<file path="src/rtl/pwm_audio_pkg.sv">
`default_nettype none
// ============================================================================
// Module      : pwm_audio_pkg
// Description : Shared audio-path types, constants and sample scaling.
// Revision    : 1.0 - initial release
// ============================================================================
package pwm_audio_pkg;

    localparam int SAMPLE_W = 8;

    typedef logic [SAMPLE_W-1:0] sample_t;

    localparam sample_t MIDSCALE = sample_t'(1 << (SAMPLE_W - 1));

    // Centre the offset-binary sample, attenuate by an arithmetic shift and re-offset.
    function automatic sample_t scale(input sample_t x, input logic [1:0] vol);
        logic signed [SAMPLE_W-1:0] w_centred;
        logic signed [SAMPLE_W-1:0] w_atten;
        w_centred = signed'(x - MIDSCALE);
        w_atten   = w_centred >>> vol;
        return sample_t'(w_atten) + MIDSCALE;
    endfunction

endpackage
`default_nettype wire

</file>
<file path="src/rtl/sample_fifo.sv">
`default_nettype none
// ============================================================================
// Module      : sample_fifo
// Description : Synchronous sample FIFO with level output, no write-to-read bypass.
// Revision    : 1.0 - initial release
// ============================================================================
module sample_fifo #(
    parameter int DEPTH = 4,
    parameter int WIDTH = 8
) (
    input  logic                       clk,
    input  logic                       rst,
    input  logic                       i_push,
    input  logic [WIDTH-1:0]           i_push_data,
    input  logic                       i_pop,
    output logic [WIDTH-1:0]           o_pop_data,
    output logic                       o_full,
    output logic                       o_empty,
    output logic [$clog2(DEPTH):0]     o_level
);

    localparam int c_aw = (DEPTH > 1) ? $clog2(DEPTH) : 1;
    localparam int c_lw = $clog2(DEPTH) + 1;
    localparam logic [c_aw-1:0] c_ptr_one = c_aw'(1);
    localparam logic [c_lw-1:0] c_lvl_one = c_lw'(1);

    logic [WIDTH-1:0] r_mem [DEPTH];
    logic [c_aw-1:0]  r_wr_ptr;
    logic [c_aw-1:0]  r_rd_ptr;
    logic [c_lw-1:0]  r_level;
    logic             w_full;
    logic             w_empty;
    logic             w_do_push;
    logic             w_do_pop;

    assign w_full    = (r_level == c_lw'(DEPTH));
    assign w_empty   = (r_level == '0);
    // A full FIFO refuses pushes even when a pop frees a slot in the same cycle.
    assign w_do_push = i_push && !w_full;
    assign w_do_pop  = i_pop && !w_empty;

    always_ff @(posedge clk) begin
        if (w_do_push) begin
            r_mem[r_wr_ptr] <= i_push_data;
        end
    end

    always_ff @(posedge clk) begin
        if (rst) begin
            r_wr_ptr <= '0;
            r_rd_ptr <= '0;
            r_level  <= '0;
        end else begin
            if (w_do_push) begin
                r_wr_ptr <= r_wr_ptr + c_ptr_one;
            end
            if (w_do_pop) begin
                r_rd_ptr <= r_rd_ptr + c_ptr_one;
            end
            if (w_do_push && !w_do_pop) begin
                r_level <= r_level + c_lvl_one;
            end else if (w_do_pop && !w_do_push) begin
                r_level <= r_level - c_lvl_one;
            end
        end
    end

    assign o_pop_data = r_mem[r_rd_ptr];
    assign o_full     = w_full;
    assign o_empty    = w_empty;
    assign o_level    = r_level;

endmodule
`default_nettype wire

</file>
<file path="src/rtl/pwm_sample_dac.sv">
`default_nettype none
// ============================================================================
// Module      : pwm_sample_dac
// Description : Buffered audio sample playout as a glitch-free PWM duty cycle.
// Revision    : 1.0 - initial release
// ============================================================================
module pwm_sample_dac #(
    parameter int SAMPLE_W           = 8,
    parameter int FIFO_DEPTH         = 4,
    parameter int PERIODS_PER_SAMPLE = 4
) (
    input  logic                          clk,
    input  logic                          rst,
    input  logic                          enable,
    input  logic [1:0]                    volume,
    input  logic [SAMPLE_W-1:0]           s_data,
    input  logic                          s_valid,
    output logic                          s_ready,
    input  logic                          underrun_clr,
    output logic                          pwm,
    output logic                          underrun,
    output logic [$clog2(FIFO_DEPTH):0]   level,
    output logic                          sample_tick
);

    import pwm_audio_pkg::*;

    localparam int c_period_w = (PERIODS_PER_SAMPLE > 1) ? $clog2(PERIODS_PER_SAMPLE) : 1;
    localparam logic [c_period_w-1:0] c_last_period = c_period_w'(PERIODS_PER_SAMPLE - 1);
    localparam logic [c_period_w-1:0] c_period_one  = c_period_w'(1);
    localparam logic [SAMPLE_W-1:0]   c_cnt_one     = SAMPLE_W'(1);

    logic [SAMPLE_W-1:0]          r_cnt;
    logic [c_period_w-1:0]        r_period;
    sample_t                      r_cur_sample;
    sample_t                      r_duty;
    logic                         r_pwm;
    logic                         r_underrun;
    logic                         r_sample_tick;

    logic                         w_wrap;
    logic                         w_boundary;
    logic                         w_push;
    logic                         w_fifo_full;
    logic                         w_fifo_empty;
    sample_t                      w_head;
    logic [$clog2(FIFO_DEPTH):0]  w_level;

    assign w_wrap     = enable && (r_cnt == '1);
    assign w_boundary = w_wrap && (r_period == c_last_period);
    assign w_push     = s_valid && !w_fifo_full;

    sample_fifo #(
        .DEPTH (FIFO_DEPTH),
        .WIDTH (SAMPLE_W)
    ) u_fifo (
        .clk         (clk),
        .rst         (rst),
        .i_push      (w_push),
        .i_push_data (s_data),
        .i_pop       (w_boundary),
        .o_pop_data  (w_head),
        .o_full      (w_fifo_full),
        .o_empty     (w_fifo_empty),
        .o_level     (w_level)
    );

    always_ff @(posedge clk) begin
        if (rst) begin
            r_cnt         <= '0;
            r_period      <= '0;
            r_cur_sample  <= MIDSCALE;
            r_duty        <= MIDSCALE;
            r_pwm         <= 1'b0;
            r_underrun    <= 1'b0;
            r_sample_tick <= 1'b0;
        end else begin
            r_pwm         <= enable && (r_cnt < r_duty);
            r_sample_tick <= w_boundary;

            if (enable) begin
                r_cnt <= r_cnt + c_cnt_one;
            end else begin
                r_cnt <= '0;
            end

            // Duty only moves on the wrap cycle so a period is never cut mid-way.
            if (w_wrap) begin
                if (w_boundary) begin
                    r_period <= '0;
                end else begin
                    r_period <= r_period + c_period_one;
                end
                if (w_boundary && !w_fifo_empty) begin
                    r_cur_sample <= w_head;
                    r_duty       <= scale(w_head, volume);
                end else begin
                    r_duty       <= scale(r_cur_sample, volume);
                end
            end

            if (w_boundary && w_fifo_empty) begin
                r_underrun <= 1'b1;
            end else if (underrun_clr) begin
                r_underrun <= 1'b0;
            end
        end
    end

    assign s_ready     = !w_fifo_full;
    assign pwm         = r_pwm;
    assign underrun    = r_underrun;
    assign level       = w_level;
    assign sample_tick = r_sample_tick;

endmodule
`default_nettype wire
</file>
<file path="config.mk">
export PLATFORM = sky130hd
export DESIGN_NAME = pwm_sample_dac
export DESIGN_NICKNAME = d
export VERILOG_FILES = /design/src/rtl/pwm_audio_pkg.sv /design/src/rtl/sample_fifo.sv /design/src/rtl/pwm_sample_dac.sv
export SDC_FILE = /design/constraint.sdc
export NUM_CORES = 1
export LEC_CHECK = 0
export CAP_MARGIN = 40
export CORE_ASPECT_RATIO = 0.7
export CORE_MARGIN = 2
export CORE_UTILIZATION = 39
export CTS_CLUSTER_SIZE = 24
export DETAILED_ROUTE_END_ITERATION = 8
export GPL_ROUTABILITY_DRIVEN = 0
export HOLD_SLACK_MARGIN = 0.03
export SYNTH_ARGS = -nofsm -noshare
export SYNTH_HDL_FRONTEND = slang
export SYNTH_SLANG_ARGS = --single-unit
</file>
<file path="constraint.sdc">
create_clock -name clk -period 5.4 [get_ports clk]
set_input_delay 1.08 -clock clk [delete_from_list [all_inputs] [get_ports clk]]
set_output_delay 1.08 -clock clk [all_outputs]
set_load 0.1 [all_outputs]
</file>
# ---- After elaboration in Yosys (flattened, before gate mapping)
# Memory sizes are Yosys's and may differ from the RTL's. A register that Yosys moved wholly into a read port is not among the register bits.
# Cells that the tools add are included.
dict set report classes {
  n_lt_le_gt_ge 1
  shift 2
  n_reduce_logical 18
  add_sub_neg 10
  bitwise_logic 1
  muxes 10
  eq_ne 3
}
# op count
set ops {}
lappend ops {{$add A8 B8 Y8 const B} 2}
lappend ops {{$sshr A8 B2 Y8} 2}
lappend ops {{$sub A8 B8 Y8 const B} 2}
lappend ops {{$logic_and A1 B1 Y1} 9}
lappend ops {{$add A8 B1 Y8 const B} 1}
lappend ops {{$eq A8 B8 Y1 const B} 1}
lappend ops {{$lt A8 B8 Y1} 1}
lappend ops {{$mux W8} 1}
lappend ops {{$add A2 B1 Y2 const B} 3}
lappend ops {{$mux W2} 3}
lappend ops {{$mux W3} 2}
lappend ops {{$logic_not A1 Y1} 4}
lappend ops {{$mux W1} 4}
lappend ops {{$reduce_bool A2 Y1} 2}
lappend ops {{$add A3 B1 Y3 const B} 1}
lappend ops {{$eq A3 B3 Y1 const B} 1}
lappend ops {{$logic_not A3 Y1} 1}
lappend ops {{$sub A3 B1 Y3 const B} 1}
lappend ops {{$eq A2 B2 Y1 const B} 1}
lappend ops {{$reduce_and A2 Y1} 1}
lappend ops {{$reduce_or A2 Y1} 1}
lappend ops {{$not A1 Y1} 1}
dict set report totals {
  ram_bits 32
  n_memories 1
  register_bits 36
  elab_cells 56
}
# memory depth width rd rd_ports_with_merged_regs wr line_no
set mem_list {}
lappend mem_list {u_fifo.r_mem 4 8 1 1 1 sample_fifo.sv:27} ;# logic [WIDTH-1:0] r_mem [DEPTH];

# ---- Logic depth before layout (Yosys ltp)
dict set report logic_depth {
  word_depth 8
  mapped_depth 11
}

# ---- By module
# From an unflattened synthesis, not the netlist that was laid out.
dict set report hier_totals {
  cells_unflattened 244
  area_unflattened_um2 3264.4
}
# mod seq_area_each_um2 cells_per_inst n_inst area_each_um2
set by_module_without_submodules {}
lappend by_module_without_submodules {pwm_sample_dac 580.6 154 1 1644.1}
lappend by_module_without_submodules {sample_fifo 1141.1 90 1 1620.3}

# ---- Worst setup path before layout
# OpenSTA, ideal clock, no wires.
dict set report synth_path {
  path_kind {register to output}
  startpoint {reg u_fifo.r_level[0] (netlist: u_fifo.o_level[0])}
  endpoint {out s_ready}
  required_ps 4320
  path_stages_with_launch 3
  arrival_time_ps 1899
  setup_slack_ps 2421
  path_buffers 0
  path_cell_list {dfxtp_1 > nor2_1 > nand2_1}
}
dict set report synth_between {
  elab_chain_len 2
}
# element line_no
set synth_rtl {}
lappend synth_rtl {{from (decl)} sample_fifo.sv:30} ;# logic [c_lw-1:0] r_level;
lappend synth_rtl {{from (signal assigned)} sample_fifo.sv:61} ;# r_level <= r_level + c_lvl_one;
lappend synth_rtl {{from (signal assigned)} sample_fifo.sv:63} ;# r_level <= r_level - c_lvl_one;
lappend synth_rtl {{$eq A3 B3 Y1} sample_fifo.sv:36} ;# assign w_full = (r_level == c_lw'(DEPTH));
lappend synth_rtl {{$logic_not A1 Y1} pwm_sample_dac.sv:110} ;# assign s_ready = !w_fifo_full;
lappend synth_rtl {{to (decl)} pwm_sample_dac.sv:18} ;# output logic s_ready,
# Every way passes these cells.

# ---- Final worst setup path
dict set report layout_path {
  startpoint {in enable}
  endpoint {reg u_fifo.r_level[2] (netlist: u_fifo.o_level[2])}
}
dict set report layout_between {
  elab_chain_len 6
  word_cells_on_any_way 8
  cone_classes {mux: 1; reduce/logical: 7}
}
# element line_no
set layout_rtl {}
lappend layout_rtl {{from (decl)} pwm_sample_dac.sv:14} ;# input logic enable,
lappend layout_rtl {{$logic_and A1 B1 Y1 (*)} pwm_sample_dac.sv:49} ;# assign w_wrap = enable && (r_cnt == '1);
lappend layout_rtl {{$logic_and A1 B1 Y1 (*)} pwm_sample_dac.sv:50} ;# assign w_boundary = w_wrap && (r_period == c_last_period);
lappend layout_rtl {{$logic_and A1 B1 Y1 (*)} sample_fifo.sv:40} ;# assign w_do_pop = i_pop && !w_empty;
lappend layout_rtl {{$logic_not A1 Y1} sample_fifo.sv:60} ;# if (w_do_push && !w_do_pop) begin
lappend layout_rtl {{$logic_and A1 B1 Y1} sample_fifo.sv:60}
lappend layout_rtl {{$mux W3 / $reduce_bool A2 Y1 (equally long branches)} -}
# Mark *: on every way between the ends. The rest lies on a longest branch, timed or not.
# A chain may end at the register's enable or synchronous reset.

==> flow_metrics.py <==
metrics = {
    "status": {
        "status": "completed",
    },
    "synth": {
        "ys_warn_count": 0,
        "ys_top_cells_by_count": "dfxtp_1, edfxtp_1, nand2_1",
        "syn_area_sq_um": 3510,
        "synthArstFlopShare_pct": 0,
        "synth_top_cell_area_share_pct": 27.4,
        "synth_edf_count": 32,
        "yosysMostFrequentCell": "dfxtp_1",
        "synth.area.top_cells": "edfxtp_1, dfxtp_1, mux4_2, mux2i_1, ha_1",
        "syn-num-nets": 322,
        "ys_types": 43,
        "netlist.top_cell.by_area": "edfxtp_1",
        "synth_flop_cell": "dfxtp_1",
        "yosysSeqAreaShare_pct": 49.1,
        "syn_inst": 292,
        "synth_area_per_cell_sq_um": 12.0,
        "synth_seq_cells": 70,
    },
    "place": {
        "port_buffers": 21,
        "dp_slack_ns": 1.80,
        "dp_hpwl_microns": 5030,
    },
    "layout": {
        "drive_above_1_share_pct": 15.3,
        "seqCellArea_sq_um": 1720,
        "nFillCells": 770,
        "diodes": 0,
        "nNetsFinal": 351,
        "multiInputGateArea_sq_um": 1640,
        "utilization_pct": 49.3,
        "syn_to_final_growth_pct": 20.7,
    },
    "flow_run": {
        "drv_cap": 0,
    },
    "route": {
        "first_pass_iters": 4,
        "drcViolationCount": 0,
        "wl_microns": 6930,
        "via_count": 2363,
        "wl_per_cell_microns": 15.5,
        "drtIter0Drc": 144,
        "via_per_inst": 5.30,
        "drtAntennaViolNets": 0,
    },
    "timing": {
        "setup_viol": 0,
        "worst_slack_ns": 2.13,
        "relSlewSlack_pct": 41.0,
        "finClkSkew_ns": 0.00833,
        "fin_crit_sh_pct": 60.5,
        "fmax_ghz": 0.306,
        "rsz0062_at_grt": "false",
        "layout_min_cycle_time_ns": 3.27,
        "fin_setup_tns_ns": 0,
        "worst_pin_slew_ns": 0.882,
        "slew_viol_final": 0,
        "hold_violations": 0,
    },
    "clock_tree": {
        "ctsResizeCount": 0,
        "cts_tree": "built",
        "clk_path_buf_depth": 2,
        "worstSkewPairLatency_ns": 0.33,
        "clock_sinks": 70,
        "postCtsSetupRepairBufs": 0,
        "cts_hold_buffers": 0,
        "cts_made_buffers": 9,
        "cts-root-buf": "clkbuf_16",
        "htree_levels": 3,
        "clk_pin_slew_ns": 0.06,
    },
    "floorplan": {
        "die_width_microns": 117,
        "die_y_microns": 83.4,
        "core_sq_um": 8580,
        "rows": 28,
        "die_area_sq_um": 9790,
        "initial_utilization_pct": 40.9,
        "pin_count": 22,
    },
    "power_and_ir_drop": {
        "seq_power_share_pct": 43.3,
        "p_int_uw": 1030,
        "p_total_uw": 1400,
        "power_density_nw_per_um2": 330,
        "pwr-share-clk_pct": 42.1,
        "vdd_drop_max_v": 0.000268,
        "net-switching-power_uw": 373,
        "switching_share_pct": 26.6,
        "p_leak_uw": 0.00149,
        "combPwrFrac_pct": 14.6,
    },
    "critical_path": {
        "r2r_slack_ns": 2.60,
        "required_ns": 5.64,
        "worstPathMaxFanout": 16,
        "cp_data_arrival_time_ns": 3.51,
        "startpoint_type": "primary input",
        "r2r_start": "u_fifo.o_level[0]",
        "crit_type": "primary input to flop",
        "rr_endpoint": "u_fifo.o_level[2]",
        "rr_worst_depth": 10,
        "cp-end-kind": "flop",
    },
    "grt": {
        "grt_pass1_vias": 2300,
        "grt_max_degree": 24,
        "grt_pass1_wl_microns": 11700,
        "antenna_found_initial": 0,
        "grt_usage_pct": 15.4,
        "grt_overflow_total": 0,
    },
    "worst_hold_path": {
        "hold_path_depth": 2,
        "min_path_type": "flop to flop",
        "worstHoldStart": "r_period[1]",
        "hold_end": "r_period[1]",
    },
}
==> registers in the layout (all words and copies together) (netlist names), named ones only <==
register         flops
u_fifo.o_level       3
u_fifo.r_rd_ptr      2
r_duty               8
sample_tick          1
u_fifo.r_wr_ptr      2
r_cnt                8
r_cur_sample         8
r_period             2
u_fifo.r_mem        32
pwm                  1
underrun             1
==> layout make-up <==
cell class / count / share of cell area (%)
clock buffers: 9 / 5.32
clock inverters: 7 / 1.71
inverters: 19 / 1.68
multi-input cells: 190 / 38.6
flip-flops and latches: 70 / 40.6
well taps: 120 / 3.55
repair buffers: 31 / 8.45
==> cells in the final DEF (no fill, tap or decap), types with 6 or more instances in the layout <==
master,Yosys,layout
mux2i_1,21,21
mux2_2,6,6
nand3_1,8,8
o21ai_0,7,7
inv_1,17,17
edfxtp_1,32,32
ha_1,14,14
clkbuf_16,0,9
dfxtp_1,38,38
o221ai_1,7,7
nor2_1,18,18
clkdlybuf4s50_1,0,21
nand2_1,23,23
buf_8,0,7
mux4_2,15,15
a21oi_1,15,15
==> worst max-delay path: stages <==
cell and delay (ns):
clkdlybuf4s50_1 0.46, nand4_1 0.21, nor3_4 0.06, buf_4 0.21, inv_2 0.21, ha_1 0.23
inv_1 0.06, fa_1 0.37, xor2_1 0.15, or3_1 0.30, a21oi_1 0.14
==> through the flow <==
step	std cells	hold WS (ns)	instance area, sq um
global placement	422	0.453	3800
finish	446	0.465	4240
CTS	446	0.465	4240
global route	446	0.491	4240
detailed placement	430	0.457	3940
floorplan	292	0.426	3510
==> cell families (layout without fill, tap and decap cells) <==
| group | count (synthesis) | count (layout) | synth area share, % |
|---|---|---|---|
| adders and majority gates | 15 | 15 | 5.56 |
| AOI/OAI and AO/OA | 47 | 47 | 9.16 |
| xor gates and xnor gates | 8 | 8 | 2.00 |
| and+or+nand+nor | 76 | 76 | 10.9 |
| buffers and inverters | 32 | 66 | 4.31 |
| DFF | 70 | 70 | 49.1 |
| muxes | 44 | 44 | 19.0 |
==> power by group through the flow <==
stage | Combinational [uW] | Clock, uW | Sequential (uW)
2_1_floorplan | 95.6 | 0 | 651
3_3_place_gp | 182 | 0 | 617
3_5_place_dp | 206 | 0 | 618
4_1_cts | 208 | 596 | 607
5_1_grt | 221 | 619 | 611
6_report | 205 | 589 | 606
==> worst max path at each step <==
stage / from / endpoint / cells past startpoint
global placement: enable / u_fifo.o_level[2] / 11
CTS: enable / u_fifo.o_level[2] / 11
finish: enable / u_fifo.o_level[2] / 11
floorplan: u_fifo.o_level[0] / s_ready / 2
global route: enable / u_fifo.o_level[2] / 11
detailed placement: enable / u_fifo.o_level[2] / 11
==> per-layer routing <==
layer,share of wire [%],vias up,track usage (%)
li1,-,1158,-
met4,0.98,0,3.94
met1,52,1136,22.4
met2,42,58,22.2
met3,5.0,11,4.81
met5,0,-,0
(Power assumes the default switching activity.)
==> variant, RTL diff (config.mk and constraints unchanged) <==
Register the output `level`, cleared by the reset; this adds one clock of latency there. The other outputs are not delayed to match.
--- a/src/rtl/pwm_sample_dac.sv
+++ b/src/rtl/pwm_sample_dac.sv
@@ -112,3 +112,9 @@
     assign underrun    = r_underrun;
-    assign level       = w_level;
+    always_ff @(posedge clk) begin
+        if (rst) begin
+            level <= '0;
+        end else begin
+            level <= w_level;
+        end
+    end
     assign sample_tick = r_sample_tick;
Check against the original RTL: not equivalent (a bounded check fails within 4 cycles, from zero or initial values and one cycle with rst high).
==> variant against the original RTL <==
Setup slack improved by 130 ps. Total power fell by 1.0%. Utilization fell by 1.5 points. Die area rose by 3.0%. Routed wire length rose by 5.5%. Non-clock buffer count did not move. Cell area rose by 2.1%. Register-to-register slack improved by 310 ps. Via count rose by 2.8%. Sequential cell count rose by 3. Count of clock-buffer cells in the layout rose by 1. Area after synthesis rose by 3.2%. Critical endpoint unchanged. Largest cell class unchanged. Highest routed layer unchanged.
==> variant: results (changes against the original RTL) <==
Final non-clock buffer share 0.07986 (-0.004629); Netlist cell types 50 (+16%); status finished, final reports clean; met2 WL 3086 um (+5.1%); Placed Cells 447 (+4.0%); initial antenna violation count 0 (unchanged); Layout clock buffers 10 (+1); M2 GR Usage 0.2257 (+0.004015); Syn Inst Count 306 (+4.8%); multi-input combinational area share 0.3909 (+0.004503); Compound-Gate Fraction of Synth Area 0.08466 (-0.006964); largest net degree at the start of global routing 29 (+21%); Sw Share 0.2514 (-0.01513); Arr. time, crit path 3400 ps (-110 ps); M3 GR Usage 0.05027 (+0.002195); #FFs+latches synth 73 (+4.3%); worst hold path endpoint r_cur_sample[0]; worst-margin pin slew 850.1 ps (-32.28 ps); Final Hold Slack 459.8 ps (-4.836 ps); synth cell count leaders 41 x dfxtp_1, 32 x edfxtp_1, 29 x nand2_1; core area 0.009035 mm2 (+5.3%); DR pass1 iterations 5 (+1); reg-to-reg slack, setup 2910 ps (+310 ps); Synth Area in XOR/XNOR 0.02177 (+0.001805); drt total wl 7311 um (+5.5%); fillers 803 (+4.3%); met1 usage 0.2221 (-0.001600); R2R depth 8 (-2); layout cells sized above 1 0.1268 (-0.02653); NumNets Final 364 (+3.7%); overall routing resource usage 0.1564 (+0.002589); post-synth net total 336 (+4.3%); Area contributors post-synth edfxtp_1 27%, dfxtp_1 23%, mux4_1 5.8%; synthesized-area fraction occupied by adder cells 0.05390 (-0.001710); post-synthesis mux area share 0.1776 (-0.01277); sequential area share after synthesis 0.4921 (+0.001500); Signal inverters 17 (-2); met1 WL 3779 um (+5.6%); first-pass GRT wire length 12,130 um (+3.4%); wire per inst 15.79 um (+1.6%); Worst VDD drop 208.6 uV (-22%); vias in the first global route 2,345 (+2.0%); Clock-cell share 0.06655 (-0.003759); placed wire-length estimate 5266 um (+4.7%)
## variant: cells by family (layout without fill, tap and decap cells)
logic type | after synthesis | after routing
AND/OR/NAND/NOR | 92 | 92
flip-flops | 73 | 73
AO/OA/AOI/OAI | 45 | 45
multiplexers | 41 | 41
buffers and inverters | 31 | 64
adder cells (fa/ha/maj) | 15 | 15
XOR/XNOR | 9 | 9
## variant: how the worst max path moves through the flow
stage	to	slack, ps	cells after the start	from
5_1_grt	u_fifo.o_level[2]	2120	10	enable
3_3_place_gp	u_fifo.o_level[2]	2020	10	enable
6_report	u_fifo.o_level[2]	2260	10	enable
2_1_floorplan	u_fifo.o_level[2]	2540	10	enable
4_1_cts	u_fifo.o_level[2]	2260	10	enable
3_5_place_dp	u_fifo.o_level[2]	1940	10	enable
## variant: metrics by stage
| stage | worst slack [ps] | utilization | total power, mW |
|---|---|---|---|
| floorplan | 2542 | - | 0.7545 |
| detailed placement | 1938 | 0.4468 | 0.8222 |
| global placement | 2022 | 0.4326 | 0.8019 |
| finish | 2259 | 0.4786 | 1.385 |
| CTS | 2262 | 0.4786 | 1.398 |
| global route | 2121 | 0.4786 | 1.440 |
## variant: power by group through the flow
stage / logic (mW) / clock network [mW] / registers (mW)
6_report: 0.178 / 0.576 / 0.632
4_1_cts: 0.180 / 0.586 / 0.632
5_1_grt: 0.192 / 0.612 / 0.635
2_1_floorplan: 0.0977 / 0 / 0.657
3_5_place_dp: 0.179 / 0 / 0.643
3_3_place_gp: 0.160 / 0 / 0.642
## variant: critical path, cell delays in order
cell             delay, ps
clkdlybuf4s50_1        470
and4_1                 250
and2_1                 260
nand2_1                100
ha_1                   180
inv_1                   70
fa_1                   370
xor2_1                 160
or3_1                  300
a21oi_1                140
